File: src/rtl/sccb_target.sv
// SCCB/I2C register target: decodes START/STOP, matches the device ID,
// turns writes into register strobes and shifts out bank data on reads.
module sccb_target #(
  parameter logic [7:0] DEVICE_ID   = 8'h42,
  parameter int          SYNC_STAGES = 2
) (
  input  logic       clk,
  input  logic       rst_n,
  input  logic       sioc,
  input  logic       siod_in,
  output logic       siod_oe,
  output logic       wr_en,
  output logic [7:0] wr_addr,
  output logic [7:0] wr_data,
  output logic [7:0] rd_addr,
  input  logic [7:0] rd_data,
  output logic       busy
);

  typedef enum logic [3:0] {
    S_IDLE,
    S_ID,
    S_ID_ACK,
    S_ADDR,
    S_ADDR_ACK,
    S_DATA,
    S_DATA_ACK,
    S_READ,
    S_MACK,
    S_IGNORE
  } state_t;

  logic [SYNC_STAGES-1:0] r_sc_sync;
  logic [SYNC_STAGES-1:0] r_sd_sync;
  logic                   r_sc_d;
  logic                   r_sd_d;

  state_t     r_state;
  logic [6:0] r_shift;
  logic [3:0] r_cnt;
  logic [7:0] r_ptr;
  logic       r_rw;
  logic       r_oe;
  logic       r_wr_en;
  logic [7:0] r_wr_addr;
  logic [7:0] r_wr_data;

  logic       w_sc;
  logic       w_sd;
  logic       w_rise;
  logic       w_fall;
  logic       w_start;
  logic       w_stop;
  logic       w_take;
  logic       w_last;
  logic [7:0] w_byte;

  // Idle bus is high, so the synchronizers reset high to avoid false edges.
  always_ff @(posedge clk or negedge rst_n) begin
    if (!rst_n) begin
      r_sc_sync <= '1;
      r_sd_sync <= '1;
      r_sc_d    <= 1'b1;
      r_sd_d    <= 1'b1;
    end else begin
      r_sc_sync <= {r_sc_sync[SYNC_STAGES-2:0], sioc};
      r_sd_sync <= {r_sd_sync[SYNC_STAGES-2:0], siod_in};
      r_sc_d    <= w_sc;
      r_sd_d    <= w_sd;
    end
  end

  assign w_sc    = r_sc_sync[SYNC_STAGES-1];
  assign w_sd    = r_sd_sync[SYNC_STAGES-1];
  assign w_rise  = w_sc & ~r_sc_d;
  assign w_fall  = ~w_sc & r_sc_d;
  assign w_start = w_sc & r_sc_d & r_sd_d & ~w_sd;
  assign w_stop  = w_sc & r_sc_d & ~r_sd_d & w_sd;
  assign w_take  = w_rise & ~r_cnt[3];
  assign w_last  = w_rise & (r_cnt == 4'd7);
  assign w_byte  = {r_shift, w_sd};

  always_ff @(posedge clk or negedge rst_n) begin
    if (!rst_n) begin
      r_state   <= S_IDLE;
      r_shift   <= '0;
      r_cnt     <= '0;
      r_ptr     <= '0;
      r_rw      <= 1'b0;
      r_oe      <= 1'b0;
      r_wr_en   <= 1'b0;
      r_wr_addr <= '0;
      r_wr_data <= '0;
    end else begin
      r_wr_en <= 1'b0;
      if (w_start) begin
        r_state <= S_ID;
        r_cnt   <= '0;
        r_oe    <= 1'b0;
      end else if (w_stop) begin
        r_state <= S_IDLE;
        r_oe    <= 1'b0;
      end else begin
        unique case (r_state)
          S_ID: begin
            if (w_take) begin
              r_shift <= w_byte[6:0];
              r_cnt   <= r_cnt + 4'd1;
            end
            if (w_last) begin
              r_rw <= w_sd;
              if (w_byte[7:1] != DEVICE_ID[7:1])
                r_state <= S_IGNORE;
            end
            if (w_fall && r_cnt[3]) begin
              r_oe    <= 1'b1;
              r_cnt   <= '0;
              r_state <= S_ID_ACK;
            end
          end
          S_ID_ACK: begin
            if (w_fall) begin
              r_cnt <= '0;
              if (r_rw) begin
                r_state <= S_READ;
                r_shift <= rd_data[6:0];
                r_oe    <= ~rd_data[7];
              end else begin
                r_state <= S_ADDR;
                r_oe    <= 1'b0;
              end
            end
          end
          S_ADDR: begin
            if (w_take) begin
              r_shift <= w_byte[6:0];
              r_cnt   <= r_cnt + 4'd1;
            end
            if (w_last)
              r_ptr <= w_byte;
            if (w_fall && r_cnt[3]) begin
              r_oe    <= 1'b1;
              r_cnt   <= '0;
              r_state <= S_ADDR_ACK;
            end
          end
          S_ADDR_ACK: begin
            if (w_fall) begin
              r_oe    <= 1'b0;
              r_state <= S_DATA;
            end
          end
          S_DATA: begin
            if (w_take) begin
              r_shift <= w_byte[6:0];
              r_cnt   <= r_cnt + 4'd1;
            end
            if (w_last) begin
              r_wr_en   <= 1'b1;
              r_wr_addr <= r_ptr;
              r_wr_data <= w_byte;
            end
            if (w_fall && r_cnt[3]) begin
              r_oe    <= 1'b1;
              r_cnt   <= '0;
              r_state <= S_DATA_ACK;
            end
          end
          S_DATA_ACK: begin
            if (w_fall) begin
              r_oe    <= 1'b0;
              r_ptr   <= r_ptr + 8'd1;
              r_state <= S_DATA;
            end
          end
          S_READ: begin
            if (w_rise)
              r_cnt <= r_cnt + 4'd1;
            if (w_fall) begin
              if (r_cnt[3]) begin
                r_oe    <= 1'b0;
                r_cnt   <= '0;
                r_state <= S_MACK;
              end else begin
                r_oe    <= ~r_shift[6];
                r_shift <= {r_shift[5:0], 1'b0};
              end
            end
          end
          S_MACK: begin
            // Pointer moves on the master-ACK sample so rd_data settles
            // well before the next byte is loaded on the falling edge.
            if (w_rise) begin
              if (w_sd)
                r_state <= S_IGNORE;
              else
                r_ptr <= r_ptr + 8'd1;
            end
            if (w_fall) begin
              r_state <= S_READ;
              r_cnt   <= '0;
              r_shift <= rd_data[6:0];
              r_oe    <= ~rd_data[7];
            end
          end
          S_IDLE, S_IGNORE: begin
            r_oe <= 1'b0;
          end
          default: begin
            r_state <= S_IDLE;
            r_oe    <= 1'b0;
          end
        endcase
      end
    end
  end

  assign siod_oe = r_oe;
  assign wr_en   = r_wr_en;
  assign wr_addr = r_wr_addr;
  assign wr_data = r_wr_data;
  assign rd_addr = r_ptr;
  assign busy    = (r_state != S_IDLE) && (r_state != S_IGNORE);

endmodule
File: config.mk
export PLATFORM = sky130hd
export DESIGN_NAME = sccb_target
export DESIGN_NICKNAME = d
export VERILOG_FILES = /design/src/rtl/sccb_target.sv
export SDC_FILE = /design/constraint.sdc
export NUM_CORES = 1
export LEC_CHECK = 0
export BUFFER_PORTS_ARGS = -buffer_cell sky130_fd_sc_hd__buf_2
export CORE_MARGIN = 3
export CORE_UTILIZATION = 53
export CTS_CLUSTER_DIAMETER = 60
export DETAILED_ROUTE_END_ITERATION = 6
export PLACE_DENSITY = 0.8
export SLEW_MARGIN = 15
export SYNTH_ARGS = -nofsm -noshare
export SYNTH_HDL_FRONTEND = slang
export SYNTH_SLANG_ARGS = --single-unit
File: constraint.sdc
create_clock -name clk -period 2.4 [get_ports clk]
set_input_delay 0.36 -clock clk [delete_from_list [all_inputs] [get_ports clk]]
set_output_delay 0.36 -clock clk [all_outputs]
set_load 0.01 [all_outputs]
== After elaboration in Yosys (flattened, before gate mapping) ==
Cells that the tools add are included.
Word-level totals
  logic and storage cells: 140
  output and inout port bits: 27
  register bits after elaboration: 48
Cells by class
  muxes and demuxes: 51
  eq/ne operators: 38
  bitwise logic cells: 18
  reductions and logical operators: 18
  add/subtract/negate cells: 2
Operator list (count)
  4-bit two-way mux: 22
  7-bit two-way mux: 6
  8-bit two-way mux: 4
  4-bit case mux with 8 select lines: 1
  4-bit != test (second input constant): 7
  7-bit case mux with 4 select lines: 1
  8-bit case mux with 3 select lines: 1
  4-bit by 3-bit == test with 1-bit output (second input constant): 5
  2-bit != test (second input constant): 10
  5-bit != test (second input constant): 4
  1-bit two-way mux: 13
  4-bit by 1-bit != test with 1-bit output (second input constant): 3
  4-bit case mux with 3 select lines: 1
  4-bit AND reduction: 3
  4-bit nonzero test: 3
  11-bit AND reduction: 1
  1-bit bitwise AND: 9
  1-bit NOT: 9
  9-bit AND reduction: 1
  8-bit by 1-bit adder with 8-bit output (second input constant): 1
  4-bit by 2-bit == test with 1-bit output (second input constant): 2
  4-bit == test (second input constant): 2
  7-bit by 6-bit != test with 1-bit output (second input constant): 1
  7-bit AND reduction: 1
  other kinds (13): 16

== Longest topological paths before layout ==
  depth in word-level cells: 8
  gate-level depth with buffers: 10
  mapped depth without buffers: 8

== Worst setup path after synthesis ==
OpenSTA, ideal clock, no wires.
  kind: register to register
  start point: register r_sc_sync[1]
  end point: register r_ptr[3], in the netlist rd_addr[3]
  data arrival time: 1998 ps
  required time: 2279 ps
  period minus slack after synthesis: 2119 ps
  slack: 281 ps
  stages on the path, launching flop included: 8
  setup time: 121 ps
  path through: dfstp_2 ha_1 nand4b_2 or3_1 nor2_1 o2111ai_4 buf_6 o22a_1
On the way
  cells in the longest elaborated chain, start to end: 5
  elaborated cells between the ends (all ways): 15
  those cells by class: eq/ne: 3; bitwise: 11; reduce/logical: 1
Ends and longest elaborated chain
  from (decl): RTL line 33  | logic [SYNC_STAGES-1:0] r_sc_sync;
  from (signal assigned): RTL line 66  | r_sc_sync <= {r_sc_sync[SYNC_STAGES-2:0], sioc};
  1-bit bitwise AND: RTL line 77, 78
  1-bit bitwise AND, on equally long branches (2 in a row): RTL line 78, 77
  1-bit NOT (no line)
  7-bit AND reduction (no line) *
  to (signal assigned): RTL line 140  | r_ptr <= w_byte;
  to (signal assigned): RTL line 172  | r_ptr <= r_ptr + 8'd1;
  to (signal assigned): RTL line 197  | r_ptr <= r_ptr + 8'd1;
  to (decl): RTL line 41  | logic [7:0] r_ptr;
Every way passes the cells marked *; elsewhere a longest branch is shown, timed or not.
A chain may end at the register's enable or synchronous reset.

== Worst setup path after layout ==
  start point: register r_sc_sync[1]
  end point: register r_ptr[2], in the netlist rd_addr[2]
Same word-level chain as after synthesis.

==> metrics.yaml <==
logic_synthesis:
  syn_area_sq_um: 2760
  synth.avg_cell_area_sq_um: 10.5
  synth-seq-cells: 48
  synth-edff-count: 0
  netlist-cell-type-count: 62
  ys_warn_count: 0
  yosysSeqAreaShare_pct: 43.8
  async_flop_share_pct: 100
  synthFlopType: "dfrtp_1"
  synth_cells: 264
  synth_fp_nets: 281
sta:
  period_share_pct: 92.9
  setup_tns_ps: 0
  fin_skew_ps: 8.77
  slew_violations: 0
  fin_crit_ps: 2230
  tightest_slew_ps: 451
  relSlewSlack_pct: 69.9
  max_freq_mhz: 449
  hold_violations: 0
  setup_ws_ps: 171
  rsz0062_at_grt: "false"
  setup_violations: 0
finish:
  syn2layout_area_growth_pct: 15.9
  layout-drive-gt1-share_pct: 34.5
  final_cells: 380
  regArea_sq_um: 1210
  nets: 329
  antenna_cells: 0
  multiInputGateArea_sq_um: 1430
  fin_area_sq_um: 3200
  fill_cells: 394
hold_path:
  min-delay-start: "sioc"
  min_path_type: "in -> reg"
global_route:
  grt_pass1_wl_um: 10100
  grt_use_total_pct: 20.7
  grt_start_max_net_pins: 20
  antenna_found_initial: 0
  grt_pass1_vias: 2122
  grt-ovfl-total: 0
place:
  placed_area_sq_um: 3050
  dp_hpwl_um: 4490
  placed_cells: 370
  portBuffers: 38
  place_ws_ps: 186
  gp_congestion: 0.931
floorplan:
  die_width_um: 78.2
  fp.dieH_um: 78.2
  start_util_pct: 56.5
  dieArea_sq_um: 6110
  pin_count: 39
  rows: 25
  core_sq_um: 4880
run:
  maxCapViolCount: 0
clock_network:
  cts_tree: "done"
  cts_max_path_buffers: 2
  cts.sinks: 48
  htree_levels: 2
  clock_latency_ps: 300
  clkTransAtPathRegs_ps: 90
  cts_buffers: 5
  cts-root-buf: "clkbuf_8"
setup_path:
  start_kind: "register"
  crit_family: "simple AND/OR/NAND/NOR gates"
  critPathKind: "reg -> reg"
  crit_fanout: 8
  slowest_stage: "dfstp_2"
  worstReg2RegStart: "r_sc_sync[1]"
  critPathCaptureType: "register"
  cp.required_ps: 2590
  crit_chain: "ha_1 > nand4b_2 > or3_1 > nor2_2 > o2111ai_2 > o22a_1"
  path_buf_inv: 0
  cp.arrival_ps: 2420
  crit_path_max_incr_delay_ps: 560
  critPathLaunch: "r_sc_sync[1]"
status:
  status: "finished, final reports clean"
drt:
  drt-initial-drc-count: 192
  routedWlPerCell_um: 16.0
  wl_um: 6060
  vias: 2203
  drt_pass1_iterations: 4
  drc_errors: 0
  ant_nets: 0
  viasPerCell: 5.80
power_and_ir_drop:
  power_density_nw_per_um2: 918
  p_leak_nw: 1.50
  max-vdd-ir-drop_v: 0.000588
[routing by layer]
metal,share of wire [%],wire [um],GRT usage (%),up-vias
met5,0,0,0,-
met4,0.89,54,6.99,0
met3,4.4,268,3.90,6
met2,47,2830,31.7,65
met1,48,2910,29.5,1064
li1,-,-,-,1068
[logic make-up (layout without fill, tap and decap cells)]
| kind of cell | count (synthesis) | in the layout | synth area share (%) |
|---|---|---|---|
| and+or+nand+nor | 85 | 85 | 17.0 |
| buffers and inverters | 24 | 72 | 4.99 |
| muxes | 33 | 33 | 13.3 |
| DFF | 48 | 48 | 43.8 |
| AOI/OAI and AO/OA | 67 | 68 | 18.0 |
| xor gates and xnor gates | 2 | 2 | 0.635 |
| adders and majority gates | 5 | 5 | 2.27 |
[worst register-to-register path, delay by kind of cell (launching register included)]
kind            cells  cell delay (ps)
simple gates        3              780
compound gates      2              600
flops               1              560
fa+ha+maj           1              190
[cells in the mapped netlist (4+ instances only)]
library cell	n	area share, %
dfrtp_1	42	38
ha_1	5	2.3
a31oi_1	6	1.4
mux2_2	29	12
nor3_1	5	0.91
nor2b_1	5	1.1
o22a_1	8	2.5
buf_4	4	1.1
dfstp_2	6	5.7
nand3_1	10	1.8
a21oi_1	14	2.5
o21ai_0	10	1.8
nor2_1	19	2.6
nand2_1	23	3.1
buf_6	4	1.6
inv_1	11	1.5
[sequential cells by signal, summed over array words and instances, names as in the netlist]
name and count:
r_sd_sync 2, r_rw 1, siod_oe 1, wr_data 8, r_sc_sync 2, wr_addr 8, r_shift 7, wr_en 1
r_sc_d 1, rd_addr 8, r_sd_d 1, r_state 4, r_cnt 4
[layout make-up]
class | instances | area share (%)
repair buffers | 53 | 9.94
flip-flops and latches | 48 | 37.8
well taps | 67 | 2.62
clock inverters | 3 | 1.45
multi-input cells | 193 | 44.7
inverters | 11 | 1.29
clock buffers | 5 | 2.15
[layout by cell type, fill, tap and decap left out, types with 5 or more instances in the layout]
| cell | instances |
|---|---|
| a21oi_1 | 14 |
| a31oi_1 | 6 |
| buf_2 | 38 |
| buf_4 | 13 |
| clkbuf_8 | 5 |
| dfrtp_1 | 42 |
| dfstp_2 | 6 |
| ha_1 | 5 |
| inv_1 | 11 |
| mux2_2 | 29 |
| nand2_1 | 23 |
| nand3_1 | 10 |
| nor2_1 | 18 |
| nor2b_1 | 5 |
| nor3_1 | 5 |
| o21ai_0 | 9 |
| o22a_1 | 8 |
[per-stage QoR]
step | util (%) | hold WS (ps) | power [mW]
floorplan | - | 64.4 | 2.02
global placement | 62.6 | 268 | 2.32
detailed placement | 62.6 | 266 | 2.35
CTS | 65.2 | 146 | 2.95
global route | 65.5 | 135 | 3.16
finish | 65.5 | 161 | 2.93
[what timing repair did]
action / in CTS / in global routing
endpoints found under the setup margin: 0 / 1
gates resized for setup: 0 / 2
hold endpoints to repair: 12 / 0
buffers inserted: 0 / 0
hold buffers: 1 / 0
[power breakdown]
group	total [mW]	leakage, nW	internal, mW	switching, mW
clock network	0.586	0.0548	0.314	0.272
logic	1.08	0.837	0.541	0.540
registers	1.27	0.610	0.999	0.268
total	2.93	1.50	1.85	1.08
[path summary, 6_finish.rpt]
path                            slack (ps)           end  cells after the start
worst max-delay path                   170    rd_addr[2]                      6
worst min-delay path                   160  r_sc_sync[0]                      1
worst max register to register         170    rd_addr[2]                      6
worst min register to register         360  r_sc_sync[1]                      0
max in group asynchronous             1330  r_sd_sync[1]                      3
min in group asynchronous              480    rd_addr[3]                      2
Power figures use the tool's default switching activity.
